$ cat config.mk
export PLATFORM = sky130hd
export DESIGN_NAME = axi4_lite_slave_regs
export DESIGN_NICKNAME = d
export VERILOG_FILES = /design/src/rtl/axi4_lite_slave_pkg.sv /design/src/rtl/axi4_lite_hold1.sv /design/src/rtl/axi4_lite_slave_regs.sv
export SDC_FILE = /design/constraint.sdc
export NUM_CORES = 1
export LEC_CHECK = 0
export CAP_MARGIN = 10
export CORE_ASPECT_RATIO = 0.8
export CORE_UTILIZATION = 42
export CTS_BUF_LIST = sky130_fd_sc_hd__clkbuf_8
export DETAILED_ROUTE_END_ITERATION = 16
export PLACE_DENSITY = 0.61
export SLEW_MARGIN = 20
export SYNTH_ARGS = -nofsm -noshare
export SYNTH_HDL_FRONTEND = slang
export SYNTH_SLANG_ARGS = --single-unit
$ cat constraint.sdc
create_clock -name ACLK -period 2.9 [get_ports ACLK]
set_input_delay 0.87 -clock ACLK [delete_from_list [all_inputs] [get_ports ACLK]]
set_output_delay 0.87 -clock ACLK [all_outputs]
set_load 0.01 [all_outputs]
$ cat src/rtl/axi4_lite_slave_pkg.sv
// Shared types and address-decode helpers for the AXI4-Lite register slave.
package axi4_lite_slave_pkg;

  typedef enum logic [0:0] {
    R_IDLE  = 1'b0,
    R_VALID = 1'b1
  } rd_state_e;

  // Byte-offset bits within one data word.
  function automatic int unsigned ofs_f(input int unsigned data_width);
    return $clog2(data_width / 8);
  endfunction

  // Register-index bits.
  function automatic int unsigned iw_f(input int unsigned num_regs);
    return $clog2(num_regs);
  endfunction

  localparam int unsigned DEF_DATA_WIDTH = 32;
  localparam int unsigned DEF_NUM_REGS   = 16;
  localparam int unsigned OFS            = ofs_f(DEF_DATA_WIDTH);
  localparam int unsigned IW             = iw_f(DEF_NUM_REGS);

endpackage

$ cat src/rtl/axi4_lite_hold1.sv
// One-entry holding register: captures data_i on load_i, empties on clear_i.
module axi4_lite_hold1 #(
  parameter int unsigned WIDTH = 32
) (
  input  logic             clk_i,
  input  logic             rst_ni,
  input  logic             load_i,
  input  logic             clear_i,
  input  logic [WIDTH-1:0] data_i,
  output logic             full_o,
  output logic [WIDTH-1:0] data_o
);

  logic             full_q, full_d;
  logic [WIDTH-1:0] data_q, data_d;

  always_comb begin
    full_d = full_q;
    data_d = data_q;
    if (clear_i) begin
      full_d = 1'b0;
    end else if (load_i) begin
      full_d = 1'b1;
      data_d = data_i;
    end
  end

  always_ff @(posedge clk_i or negedge rst_ni) begin
    if (!rst_ni) begin
      full_q <= 1'b0;
      data_q <= '0;
    end else begin
      full_q <= full_d;
      data_q <= data_d;
    end
  end

  assign full_o = full_q;
  assign data_o = data_q;

endmodule

$ cat src/rtl/axi4_lite_slave_regs.sv
// AXI4-Lite slave with a bank of word-wide registers; AW and W buffered one
// deep each, reads answered one cycle after the AR handshake.
module axi4_lite_slave_regs
  import axi4_lite_slave_pkg::*;
#(
  parameter int unsigned ADDR_WIDTH = 32,
  parameter int unsigned DATA_WIDTH = 32,
  parameter int unsigned NUM_REGS   = 16
) (
  input  logic                  ACLK,
  input  logic                  ARESETn,
  input  logic [ADDR_WIDTH-1:0] AWADDR,
  input  logic                  AWVALID,
  output logic                  AWREADY,
  input  logic [DATA_WIDTH-1:0] WDATA,
  input  logic                  WVALID,
  output logic                  WREADY,
  input  logic [ADDR_WIDTH-1:0] ARADDR,
  input  logic                  ARVALID,
  output logic                  ARREADY,
  output logic [DATA_WIDTH-1:0] RDATA,
  output logic                  RVALID,
  input  logic                  RREADY
);

  localparam int unsigned OFS_L = ofs_f(DATA_WIDTH);
  localparam int unsigned IW_L  = iw_f(NUM_REGS);

  logic                  rst_done_q;
  logic                  aw_full, w_full;
  logic [ADDR_WIDTH-1:0] aw_held;
  logic [DATA_WIDTH-1:0] w_held;
  logic                  aw_hs, w_hs, ar_hs, commit;
  logic [ADDR_WIDTH-1:0] wr_addr;
  logic [DATA_WIDTH-1:0] wr_data;
  logic [IW_L-1:0]       wr_idx, rd_idx;
  logic                  wr_in_range, rd_in_range;
  logic [DATA_WIDTH-1:0] regs_q [NUM_REGS];
  rd_state_e             rd_state_q;
  logic                  rvalid_q;
  logic [DATA_WIDTH-1:0] rdata_q;

  always_ff @(posedge ACLK or negedge ARESETn) begin
    if (!ARESETn) rst_done_q <= 1'b0;
    else          rst_done_q <= 1'b1;
  end

  assign AWREADY = rst_done_q & ~aw_full;
  assign WREADY  = rst_done_q & ~w_full;
  assign ARREADY = rst_done_q & (rd_state_q == R_IDLE);

  assign aw_hs  = AWVALID & AWREADY;
  assign w_hs   = WVALID & WREADY;
  assign ar_hs  = ARVALID & ARREADY;
  assign commit = (aw_full | aw_hs) & (w_full | w_hs);

  // A side is only parked when its partner is not available this cycle.
  axi4_lite_hold1 #(.WIDTH(ADDR_WIDTH)) u_aw_hold (
    .clk_i   (ACLK),
    .rst_ni  (ARESETn),
    .load_i  (aw_hs & ~commit),
    .clear_i (commit),
    .data_i  (AWADDR),
    .full_o  (aw_full),
    .data_o  (aw_held)
  );

  axi4_lite_hold1 #(.WIDTH(DATA_WIDTH)) u_w_hold (
    .clk_i   (ACLK),
    .rst_ni  (ARESETn),
    .load_i  (w_hs & ~commit),
    .clear_i (commit),
    .data_i  (WDATA),
    .full_o  (w_full),
    .data_o  (w_held)
  );

  assign wr_addr     = aw_full ? aw_held : AWADDR;
  assign wr_data     = w_full ? w_held : WDATA;
  assign wr_idx      = wr_addr[OFS_L +: IW_L];
  assign wr_in_range = (wr_addr >> (OFS_L + IW_L)) == '0;
  assign rd_idx      = ARADDR[OFS_L +: IW_L];
  assign rd_in_range = (ARADDR >> (OFS_L + IW_L)) == '0;

  always_ff @(posedge ACLK or negedge ARESETn) begin
    if (!ARESETn) begin
      regs_q <= '{default: '0};
    end else if (commit && wr_in_range) begin
      regs_q[wr_idx] <= wr_data;
    end
  end

  // Reads sample regs_q before this edge's write lands, so a same-index
  // collision returns the old value.
  always_ff @(posedge ACLK or negedge ARESETn) begin
    if (!ARESETn) begin
      rd_state_q <= R_IDLE;
      rvalid_q   <= 1'b0;
      rdata_q    <= '0;
    end else begin
      case (rd_state_q)
        R_IDLE: begin
          if (ar_hs) begin
            rdata_q    <= rd_in_range ? regs_q[rd_idx] : '0;
            rvalid_q   <= 1'b1;
            rd_state_q <= R_VALID;
          end
        end
        R_VALID: begin
          if (RREADY) begin
            rvalid_q   <= 1'b0;
            rd_state_q <= R_IDLE;
          end
        end
        default: begin
          rvalid_q   <= 1'b0;
          rd_state_q <= R_IDLE;
        end
      endcase
    end
  end

  assign RVALID = rvalid_q;
  assign RDATA  = rdata_q;

endmodule

==> flow_summary_export.csv, run 1 <==
group,metric,value,unit
run_status,run_status,"complete, no violations",
clock_tree,cts_htree_levels,3,
timing,maxSlewHeadroom,48.3,%
grt,maximum_number_of_pins_on_one_net_before_global_route_repair,80,
timing,timing.final.hold_violations,0,
critical_path,worstPathMaxFanout,25,
timing,tightestPinTransition,0.774,ns
detailed_routing,total_length_of_routed_met3_wires,2.17,mm
place,pre_cts_ws,-0.594,ns
floorplanning,core_area,0.0643,mm²
detailed_routing,post_drt_via_cell_ratio,5.57,
timing,hold_ws,0.132,ns
grt,grt.overflow.total,0,
detailed_routing,wl_met2,32.7,mm
finish,most-common-layout-cells,"609 x sky130_fd_sc_hd__dfrtp_1, 582 x sky130_fd_sc_hd__mux2_2, 129 x sky130_fd_sc_hd__clkdlybuf4s50_1",
job,drv_cap,0,
power_and_ir_drop,power.density_cell_area,552,mW/mm²
timing,rsz0062_at_grt,"false",
timing,layout_min_cycle_time,2.79,ns
logic_synthesis,post_synthesis_cells,1707,
timing,min_period_over_period,96.3,%
finish,finalNetCount,2005,
power_and_ir_drop,ir_drop,0.000354,V
grt,grt_first_pass_wirelength,105,mm
clock_tree,clkSinkCount,611,
timing,timing_max_transition_violations_final,0,
detailed_routing,dr.max_layer_used,"met4",
power_and_ir_drop,sw_frac_of_total,25.7,%
clock_tree,cts-root-to-sink-buffers,3,
critical_path,timing.reg2reg.worst_path_depth,8,
timing,setup_viol,0,
finish,final_instance_count_excl_fillers,2828,
floorplanning,floorplan.initialDensity,42.5,%
critical_path,worst_ep_required_time,3.46,ns
grt,first_global_vias,17282,
logic_synthesis,synth_sequential_area_ratio,56.0,%
floorplanning,floorplan.rows,83,
floorplanning,area_of_the_die,0.0661,mm²
logic_synthesis,synth_cell_types,34,
finish,non_filler_cell_area_final,0.0323,mm²
power_and_ir_drop,p_leak,15.8,nW
floorplanning,count_of_pins_on_the_block_boundary,138,
timing,setup_slack_after_layout,0.108,ns
floorplanning,fp.dieH,230,µm
power_and_ir_drop,power_report.internal_total,0.0132,W
place,placement_stage_cell_area,0.0304,mm²
critical_path,critPathArrivalTime,3.35,ns
floorplanning,die_width,287,µm
finish,final_layout_size_suffix_gt1_share,48.9,%
clock_tree,cts-hold-fix-buffers,0,
logic_synthesis,syn-cell-area,0.0273,mm²
critical_path,path_class,"primary input to flip-flop",
critical_path,endpoint_class_of_the_critical_path,"flip-flop",
finish,combined_area_of_the_multi_input_logic_cells,0.0113,mm²
grt,antenna_found_initial,0,
power_and_ir_drop,p_switching,0.00458,W
detailed_routing,initialDrtViolationCount,907,
finish,n_antenna_cell,0,
detailed_routing,detail_route.first_pass.iterations,7,
clock_tree,clock-root-buffer,"sky130_fd_sc_hd__clkbuf_8",
place,gpl.final_weighted_congestion,0.724,
finish,nFillCells,5346,
clock_tree,cts.clk_slew.worst_paths,0.06,ns
detailed_routing,wl_met1,30.3,mm
clock_tree,worst_skew_pair.late_latency,0.70,ns
finish,layout-area-overhead-vs-synth,18.2,%
logic_synthesis,net_count_after_synthesis,1809,
timing,clock.fmax,0.358,GHz
finish,layout_commonest_cell,"sky130_fd_sc_hd__dfrtp_1",
place,post-place-cells,2653,
detailed_routing,drc,0,
power_and_ir_drop,comb_power_share,9.8,%
detailed_routing,final_antenna_net_count,0,
logic_synthesis,synth.yosys.warnings,0,
grt,total_routing_usage_gr,20.9,%
critical_path,cp-start-kind,"primary input",
place,hpwlAfterDp,40.5,mm
min_path,timing.hold.worst.class,"primary input to asynchronous set/reset pin",
detailed_routing,vias,15766,
logic_synthesis,yosys_register_bits,611,
power_and_ir_drop,clkPwrFrac,39.8,%
power_and_ir_drop,p_seq_share,50.5,%
detailed_routing,routed_wirelength,66.9,mm
place,portBuffers,133,
finish,seqCellArea,0.0153,mm²
clock_tree,clock_tree_from_tritoncts,"done",
clock_tree,cts-buffers-inserted,97,
logic_synthesis,postSynthAreaPerCell,16.0,µm²
timing,finalClockSkew,0.0303,ns
finish,final_core_utilization,50.2,%
detailed_routing,avgRoutedWirePerCell,23.7,µm
-- power groups by stage --
stage	logic [W]	clock network (W)	registers, W
finish	0.00174	0.00709	0.00900
detailed placement	0.00177	0	0.00916
floorplan	0.000971	0	0.00910
global route	0.00192	0.00770	0.00903
CTS	0.00178	0.00731	0.00899
global placement	0.00171	0	0.00914
-- per-layer routing --
layer / up-vias / global-route usage (%)
li1: 6875 / -
met1: 8480 / 28.5
met2: 282 / 34.4
met3: 129 / 3.34
met4: 0 / 6.22
met5: - / 0
-- path summary, 6_finish.rpt --
kind / start / end / slack [ns]
hold / removal: ARESETn / regs_q[311] / 0.13
hold reg to reg: RVALID / RVALID / 0.49
max in group asynchronous: ARESETn / u_aw_hold.data_o[11] / 1.90
setup / recovery: AWADDR[24] / regs_q[471] / 0.11
setup reg to reg: u_aw_hold.full_o / regs_q[471] / 0.40
min in group ACLK: RVALID / RVALID / 0.49
-- sequential cells by signal, summed over array words and instances (netlist names) --
| register | count |
|---|---|
| regs_q | 512 |
| u_aw_hold.full_o | 1 |
| u_w_hold.data_o | 32 |
| rd_state_q | 1 |
| RDATA | 32 |
| u_aw_hold.data_o | 30 |
| u_w_hold.full_o | 1 |
| RVALID | 1 |
| rst_done_q | 1 |
-- worst max-delay path, stage by stage --
cell and delay, ns:
sky130_fd_sc_hd__clkdlybuf4s50_1 0.43, sky130_fd_sc_hd__nor4_1 0.38, sky130_fd_sc_hd__buf_4 0.17, sky130_fd_sc_hd__nand3_1 0.13, sky130_fd_sc_hd__a2111oi_4 0.39, sky130_fd_sc_hd__buf_12 0.20, sky130_fd_sc_hd__buf_12 0.13, sky130_fd_sc_hd__nand4_4 0.09
sky130_fd_sc_hd__buf_12 0.21, sky130_fd_sc_hd__mux2_2 0.30
-- kinds of logic after synthesis --
group                  after synthesis  synth area share, %
multiplexers                       733                 35.5
flip-flops                         611                 56.0
buffers and inverters              147                 2.73
AO/OA/AOI/OAI                      111                 3.27
AND/OR/NAND/NOR                    104                 2.53
other                                1               0.0137
-- metrics by stage --
| stage | TNS, ns | power (W) |
|---|---|---|
| 2_1_floorplan | 0 | 0.0101 |
| 3_3_place_gp | -260.81 | 0.0108 |
| 3_5_place_dp | -266.88 | 0.0109 |
| 4_1_cts | 0 | 0.0181 |
| 5_1_grt | 0 | 0.0186 |
| 6_report | 0 | 0.0178 |
-- synth_stat cells (all sizes together) --
master     n  area, µm²
dfrtp    611      15300
mux2     604       6800
mux4     128       2880
clkbuf    81        304
a22oi     63        473
buf       61        422
nand2     41        154
a22o      32        280
nand4     19        269
nor4      13       81.3
nor2b      9       56.3
inv        5       18.8
nor2       5       18.8
nor3       5       25.0
nand2b     4       25.0
o22ai      4       25.0
o32ai      4       50.1
a21oi      3       15.0
o21ai      3       15.0
nand3      2       10.0
nand3b     2       15.0
nor4b      2       23.8
a2111oi    1       27.5
a211oi     1       7.51
and2       1       6.26
conb       1       3.75
mux2i      1       10.0
or4        1       7.51
-- cell type report --
| cell class | count | area share (%) |
|---|---|---|
| Clock inverter | 58 | 0.860 |
| Multi-Input combinational cell | 949 | 35.0 |
| Timing Repair Buffer | 239 | 8.42 |
| Sequential cell | 611 | 47.4 |
| Clock buffer | 116 | 4.94 |
| Inverter | 5 | 0.0581 |
| Tap cell | 850 | 3.29 |
-- what timing repair did --
action	4_1_cts	5_1_grt
setup buffers	1	0
setup endpoints to repair	2	0
endpoints found under the hold margin	0	0
resized for setup	3	0
(Power assumes the default switching activity.)
==> inputs of run 2 (changes only) <==
--- a/config.mk
+++ b/config.mk
@@ -11,6 +11,7 @@
 export CTS_BUF_LIST = sky130_fd_sc_hd__clkbuf_8
 export DETAILED_ROUTE_END_ITERATION = 16
 export PLACE_DENSITY = 0.61
+export REMOVE_ABC_BUFFERS = 1
 export SLEW_MARGIN = 20
 export SYNTH_ARGS = -nofsm -noshare
 export SYNTH_HDL_FRONTEND = slang
==> run 2 against run 1 <==
Effect of this change: sequential cell count did not move; sequential power hardly changed; register-to-register slack is essentially flat; critical path type is now flip-flop to primary output; largest cell class unchanged.
==> flow_summary_export.csv, run 2 (synthesis results as in run 1) <==
group,metric,value,unit
power_and_ir_drop,ir_drop,0.000277,V
grt,total_routing_usage_gr,20.4,%
timing,clock.fmax,0.357,GHz
floorplanning,core_area,0.0643,mm²
finish,final_layout_size_suffix_gt1_share,49.3,%
critical_path,worstPathBufferInverterCount,1,
finish,n_antenna_cell,0,
timing,min_period_over_period,96.7,%
power_and_ir_drop,power.density_cell_area,563,mW/mm²
finish,registers.top_by_ff_count,"regs_q",
place,post-place-cells,2645,
finish,layout_commonest_cell,"sky130_fd_sc_hd__dfrtp_1",
finish,nFillCells,5405,
floorplanning,count_of_pins_on_the_block_boundary,138,
floorplanning,floorplan.initialDensity,42.5,%
clock_tree,cts-resized-gates,1,
floorplanning,floorplan.rows,83,
timing,maxSlewHeadroom,25.9,%
detailed_routing,initialDrtViolationCount,996,
clock_tree,cts-buffers-inserted,100,
floorplanning,die_width,287,µm
place,gpl.final_weighted_congestion,0.734,
power_and_ir_drop,p_leak,15.8,nW
timing,layout_min_cycle_time,2.80,ns
finish,combined_area_of_the_multi_input_logic_cells,0.0113,mm²
critical_path,family_with_the_most_delay_on_the_worst_path,"buffers and inverters",
timing,tightestPinTransition,1.11,ns
critical_path,worst_ep_required_time,2.03,ns
grt,maximum_number_of_pins_on_one_net_before_global_route_repair,85,
job,drv_cap,0,
critical_path,critical-path-slowest-cell,"sky130_fd_sc_hd__clkdlybuf4s50_1",
critical_path,worstPathMaxFanout,9,
detailed_routing,post_drt_via_cell_ratio,5.53,
finish,final_instance_count_excl_fillers,2830,
clock_tree,clock-root-buffer,"sky130_fd_sc_hd__clkbuf_8",
clock_tree,worst_skew_pair.late_latency,0.69,ns
floorplanning,area_of_the_die,0.0661,mm²
grt,antenna_found_initial,1,
critical_path,endpoint_class_of_the_critical_path,"primary output",
finish,most-common-layout-cells,"609 x sky130_fd_sc_hd__dfrtp_1, 582 x sky130_fd_sc_hd__mux2_2, 130 x sky130_fd_sc_hd__clkbuf_8, 130 x sky130_fd_sc_hd__clkdlybuf4s50_1, 128 x sky130_fd_sc_hd__mux4_2",
grt,grt_first_pass_wirelength,102,mm
critical_path,regToRegStartpoint,"u_aw_hold.data_o[26]",
detailed_routing,routed_wirelength,65.3,mm
clock_tree,cts.clk_slew.worst_paths,0.06,ns
timing,finalClockSkew,0.0270,ns
timing,rsz0062_at_grt,"false",
finish,layout-area-overhead-vs-synth,18.5,%
critical_path,critPathArrivalTime,1.93,ns
clock_tree,cts-hold-fix-buffers,0,
timing,setup_viol,0,
critical_path,timing.reg2reg.worst_path_depth,8,
detailed_routing,avgRoutedWirePerCell,23.1,µm
detailed_routing,drc,0,
critical_path,register_to_register_setup_slack,0.40,ns
grt,grt.overflow.total,0,
clock_tree,cts-root-to-sink-buffers,3,
critical_path,worstPathCellList,"nor2b_1 > clkdlybuf4s50_1",
detailed_routing,vias,15659,
clock_tree,cts_htree_levels,3,
place,pre_cts_ws,-0.433,ns
place,portBuffers,133,
place,hpwlAfterDp,38.7,mm
critical_path,path_class,"flip-flop to primary output",
finish,largest_register_ffs,512,
critical_path,slowest_delay,0.57,ns
detailed_routing,detail_route.first_pass.iterations,5,
timing,timing_max_transition_violations_final,0,
clock_tree,clkSinkCount,611,
clock_tree,clock_tree_from_tritoncts,"done",
detailed_routing,final_antenna_net_count,0,
critical_path,end_of_the_worst_register_to_register_path,"regs_q[406]",
grt,first_global_vias,16988,
critical_path,cp-start-kind,"flip-flop",
timing,setup_slack_after_layout,0.0960,ns
floorplanning,fp.dieH,230,µm
finish,seqCellArea,0.0153,mm²
min_path,timing.hold.worst.class,"primary input to asynchronous set/reset pin",
run_status,run_status,"complete, no violations",
timing,timing.final.hold_violations,0,
clock_tree,cts.repair_timing.setup_buffer_count,0,
finish,finalNetCount,2000,
power_and_ir_drop,design_power_total,0.0182,W
## run 2: worst max-delay path by stage
stage	start	to	slack [ns]	depth (start not counted)
2_1_floorplan	AWADDR[24]	regs_q[0]	-1.62	5
3_3_place_gp	AWADDR[24]	regs_q[389]	-0.41	9
3_5_place_dp	AWADDR[24]	regs_q[41]	-0.43	8
4_1_cts	u_aw_hold.full_o	AWREADY	0.03	2
5_1_grt	u_aw_hold.full_o	AWREADY	0.02	2
6_report	u_aw_hold.full_o	AWREADY	0.1	2
## run 2: per-layer routing
layer	vias up	GRT usage [%]	share of wire, %
li1	6856	-	-
met1	8410	28.3	47
met2	291	32.7	47
met3	102	3.87	4.0
met4	0	5.73	2.1
met5	-	0	0
## run 2: final cells by class
type                    count  area share, %
clock buffers             129           5.48
inverters                   5         0.0580
repair buffers            231           8.17
well taps                 850           3.28
clock inverters            55          0.827
flip-flops and latches    611           47.2
multi-input cells         949           35.0
## run 2: metrics by stage
step / utilization (%) / area, µm² / setup TNS [ns] / hold slack [ns]
6_report: 50.4 / 32400 / 0 / 0.132
4_1_cts: 50.3 / 32300 / 0 / 0.107
3_3_place_gp: 47.1 / 30300 / -185.73 / 0.469
3_5_place_dp: 47.1 / 30300 / -195.40 / 0.480
5_1_grt: 50.4 / 32400 / 0 / 0.134
2_1_floorplan: - / 26600 / -615.42 / 0.459
## run 2: where the power goes
part           total (W)  switching [W]  internal, W
Combinational    0.00170        0.00101     0.000692
Sequential       0.00900       0.000157      0.00884
Clock            0.00752        0.00345      0.00407
Total             0.0182        0.00461       0.0136
==> inputs of run 3 (changes only) <==
--- a/config.mk
+++ b/config.mk
@@ -6,7 +6,7 @@
 export NUM_CORES = 1
 export LEC_CHECK = 0
 export CAP_MARGIN = 10
-export CORE_ASPECT_RATIO = 0.8
+export CORE_ASPECT_RATIO = 0.9
 export CORE_UTILIZATION = 42
 export CTS_BUF_LIST = sky130_fd_sc_hd__clkbuf_8
 export DETAILED_ROUTE_END_ITERATION = 16
==> constraint.sdc (replaced) <==
create_clock -name ACLK -period 2.7 [get_ports ACLK]
set_input_delay 0.81 -clock ACLK [delete_from_list [all_inputs] [get_ports ACLK]]
set_output_delay 0.81 -clock ACLK [all_outputs]
set_load 0.01 [all_outputs]
==> run 3 against run 2 <==
Effect of this change: power up 8.4%; global-route usage up 0.16 points; clock skew up 0.0077 ns; combinational power up 12%; design area up 0.97%; non-clock buffer count up 19; sequential cell count unchanged; setup slack about the same; register-to-register slack worse by 0.14 ns; clock-buffer cell count up 3; via count up 0.75%; routed wire length up 0.87%; largest power group unchanged; highest routed layer unchanged.
==> flow_summary_export.csv, run 3 (synthesis results as in run 1) <==
group,metric,value,unit
floorplanning,fp.dieH,244,µm
grt,maximum_number_of_pins_on_one_net_before_global_route_repair,65,
detailed_routing,initialDrtViolationCount,770,
clock_tree,clock_tree_from_tritoncts,"done",
detailed_routing,final_antenna_net_count,0,
clock_tree,cts.repair_timing.setup_buffer_count,0,
power_and_ir_drop,ir_drop,0.000311,V
timing,min_period_over_period,96.4,%
critical_path,cp-start-kind,"flip-flop",
timing,layout_min_cycle_time,2.60,ns
timing,rsz0062_at_grt,"false",
timing,timing_max_transition_violations_final,0,
clock_tree,cts-root-to-sink-buffers,3,
grt,first_global_vias,17342,
critical_path,worstPathMaxFanout,5,
power_and_ir_drop,p_leak,16.0,nW
floorplanning,core_area,0.0642,mm²
critical_path,critPathArrivalTime,1.79,ns
finish,registers.top_by_ff_count,"regs_q",
detailed_routing,detail_route.first_pass.iterations,6,
job,drv_cap,0,
min_path,timing.hold.worst.class,"primary input to asynchronous set/reset pin",
grt,total_routing_usage_gr,20.6,%
place,gpl.final_weighted_congestion,0.717,
critical_path,path_class,"flip-flop to primary output",
finish,final_layout_size_suffix_gt1_share,50.1,%
place,placement_stage_cell_area,0.0306,mm²
detailed_routing,routed_wirelength,65.9,mm
detailed_routing,avgRoutedWirePerCell,23.0,µm
finish,layout-area-overhead-vs-synth,19.7,%
timing,clock.fmax,0.384,GHz
critical_path,end_of_the_worst_register_to_register_path,"regs_q[277]",
critical_path,worst_ep_required_time,1.89,ns
clock_tree,cts_htree_levels,3,
finish,non_filler_cell_area_final,0.0327,mm²
detailed_routing,vias,15777,
grt,grt.overflow.total,0,
critical_path,regToRegStartpoint,"u_aw_hold.full_o",
clock_tree,cts.clk_slew.worst_paths,0.06,ns
finish,most-common-layout-cells,"609 x sky130_fd_sc_hd__dfrtp_1, 582 x sky130_fd_sc_hd__mux2_2, 133 x sky130_fd_sc_hd__clkbuf_8",
finish,finalNetCount,2022,
clock_tree,clkSinkCount,611,
grt,grt_first_pass_wirelength,104,mm
detailed_routing,post_drt_via_cell_ratio,5.52,
floorplanning,count_of_pins_on_the_block_boundary,138,
detailed_routing,drc,0,
floorplanning,die_width,271,µm
timing,maxSlewHeadroom,60.4,%
finish,nFillCells,5323,
timing,timing.final.hold_violations,0,
place,hpwlAfterDp,39.9,mm
critical_path,endpoint_class_of_the_critical_path,"primary output",
critical_path,register_to_register_setup_slack,0.26,ns
place,portBuffers,133,
floorplanning,floorplan.initialDensity,42.6,%
finish,largest_register_ffs,512,
power_and_ir_drop,power.density_cell_area,604,mW/mm²
timing,tightestPinTransition,0.594,ns
critical_path,timing.reg2reg.worst_path_depth,9,
grt,antenna_found_initial,1,
timing,setup_slack_after_layout,0.0964,ns
power_and_ir_drop,design_power_total,0.0197,W
clock_tree,worst_skew_pair.late_latency,0.70,ns
finish,layout_commonest_cell,"sky130_fd_sc_hd__dfrtp_1",
timing,finalClockSkew,0.0347,ns
clock_tree,cts-buffers-inserted,103,
run_status,run_status,"complete, no violations",
floorplanning,floorplan.rows,88,
clock_tree,clock-root-buffer,"sky130_fd_sc_hd__clkbuf_8",
place,pre_cts_ws,-0.518,ns
floorplanning,area_of_the_die,0.0661,mm²
timing,setup_viol,0,
-- run 3: changes by cell type in the layout (fill, tap and decap cells not counted), sizes merged --
cell,delta
inv,-3
diode,+1
dlygate4sd2,+3
clkbuf,+3
buf,+19
clkdlybuf4s50,-3
clkinv,+3
-- run 3: routing by layer --
layer | vias up | track usage, % | routed length [µm]
li1 | 6898 | - | -
met1 | 8495 | 27.8 | 29800
met2 | 276 | 34.0 | 32200
met3 | 108 | 3.63 | 2390
met4 | 0 | 6.11 | 1540
met5 | - | 0 | 0
-- run 3: layout make-up --
cell class	instances	area, µm²	share of cell area [%]
Clock buffer	132	1820	5.56
Inverter	5	18.8	0.0574
Multi-Input combinational cell	949	11300	34.6
Clock inverter	55	269	0.823
Antenna cell	1	2.50	0.00765
Sequential cell	611	15300	46.8
Tap cell	855	1070	3.27
Timing Repair Buffer	250	2910	8.89
-- run 3: worst max path at each step --
stage / start / endpoint / slack, ns / cells after the start
2_1_floorplan: AWADDR[24] / regs_q[0] / -1.76 / 5
3_3_place_gp: AWADDR[24] / regs_q[226] / -0.52 / 9
3_5_place_dp: AWADDR[22] / regs_q[363] / -0.52 / 9
4_1_cts: u_aw_hold.full_o / AWREADY / 0.01 / 3
5_1_grt: u_aw_hold.full_o / AWREADY / 0.02 / 3
6_report: u_aw_hold.full_o / AWREADY / 0.1 / 3
-- run 3: critical path, cell delays in order, from the launching register on --
cell	delay, ns
sky130_fd_sc_hd__dfrtp_2	0.44
sky130_fd_sc_hd__buf_4	0.17
sky130_fd_sc_hd__nor2b_1	0.17
sky130_fd_sc_hd__dlygate4sd2_1	0.30
-- run 3: what timing repair did --
item,in CTS,in global routing
hold endpoints to repair,0,0
hold buffers,0,0
setup endpoints to repair,3,1
resized for setup,4,1
-- run 3: through the flow --
stage	TNS [ns]	std cells	hold slack, ns	utilization, %
after CTS	0	2857	0.0540	50.9
after floorplan	-691.58	1565	0.459	-
after global placement	-249.65	2666	0.469	47.5
after global routing	0	2858	0.0743	50.9
final	0	2858	0.0855	50.9
after detailed placement	-235.64	2670	0.480	47.7
-- run 3: report_power, final --
part	total, W	switching (W)	internal [W]
logic	0.00190	0.00111	0.000789
clock network	0.00818	0.00371	0.00447
registers	0.00966	0.000167	0.00950
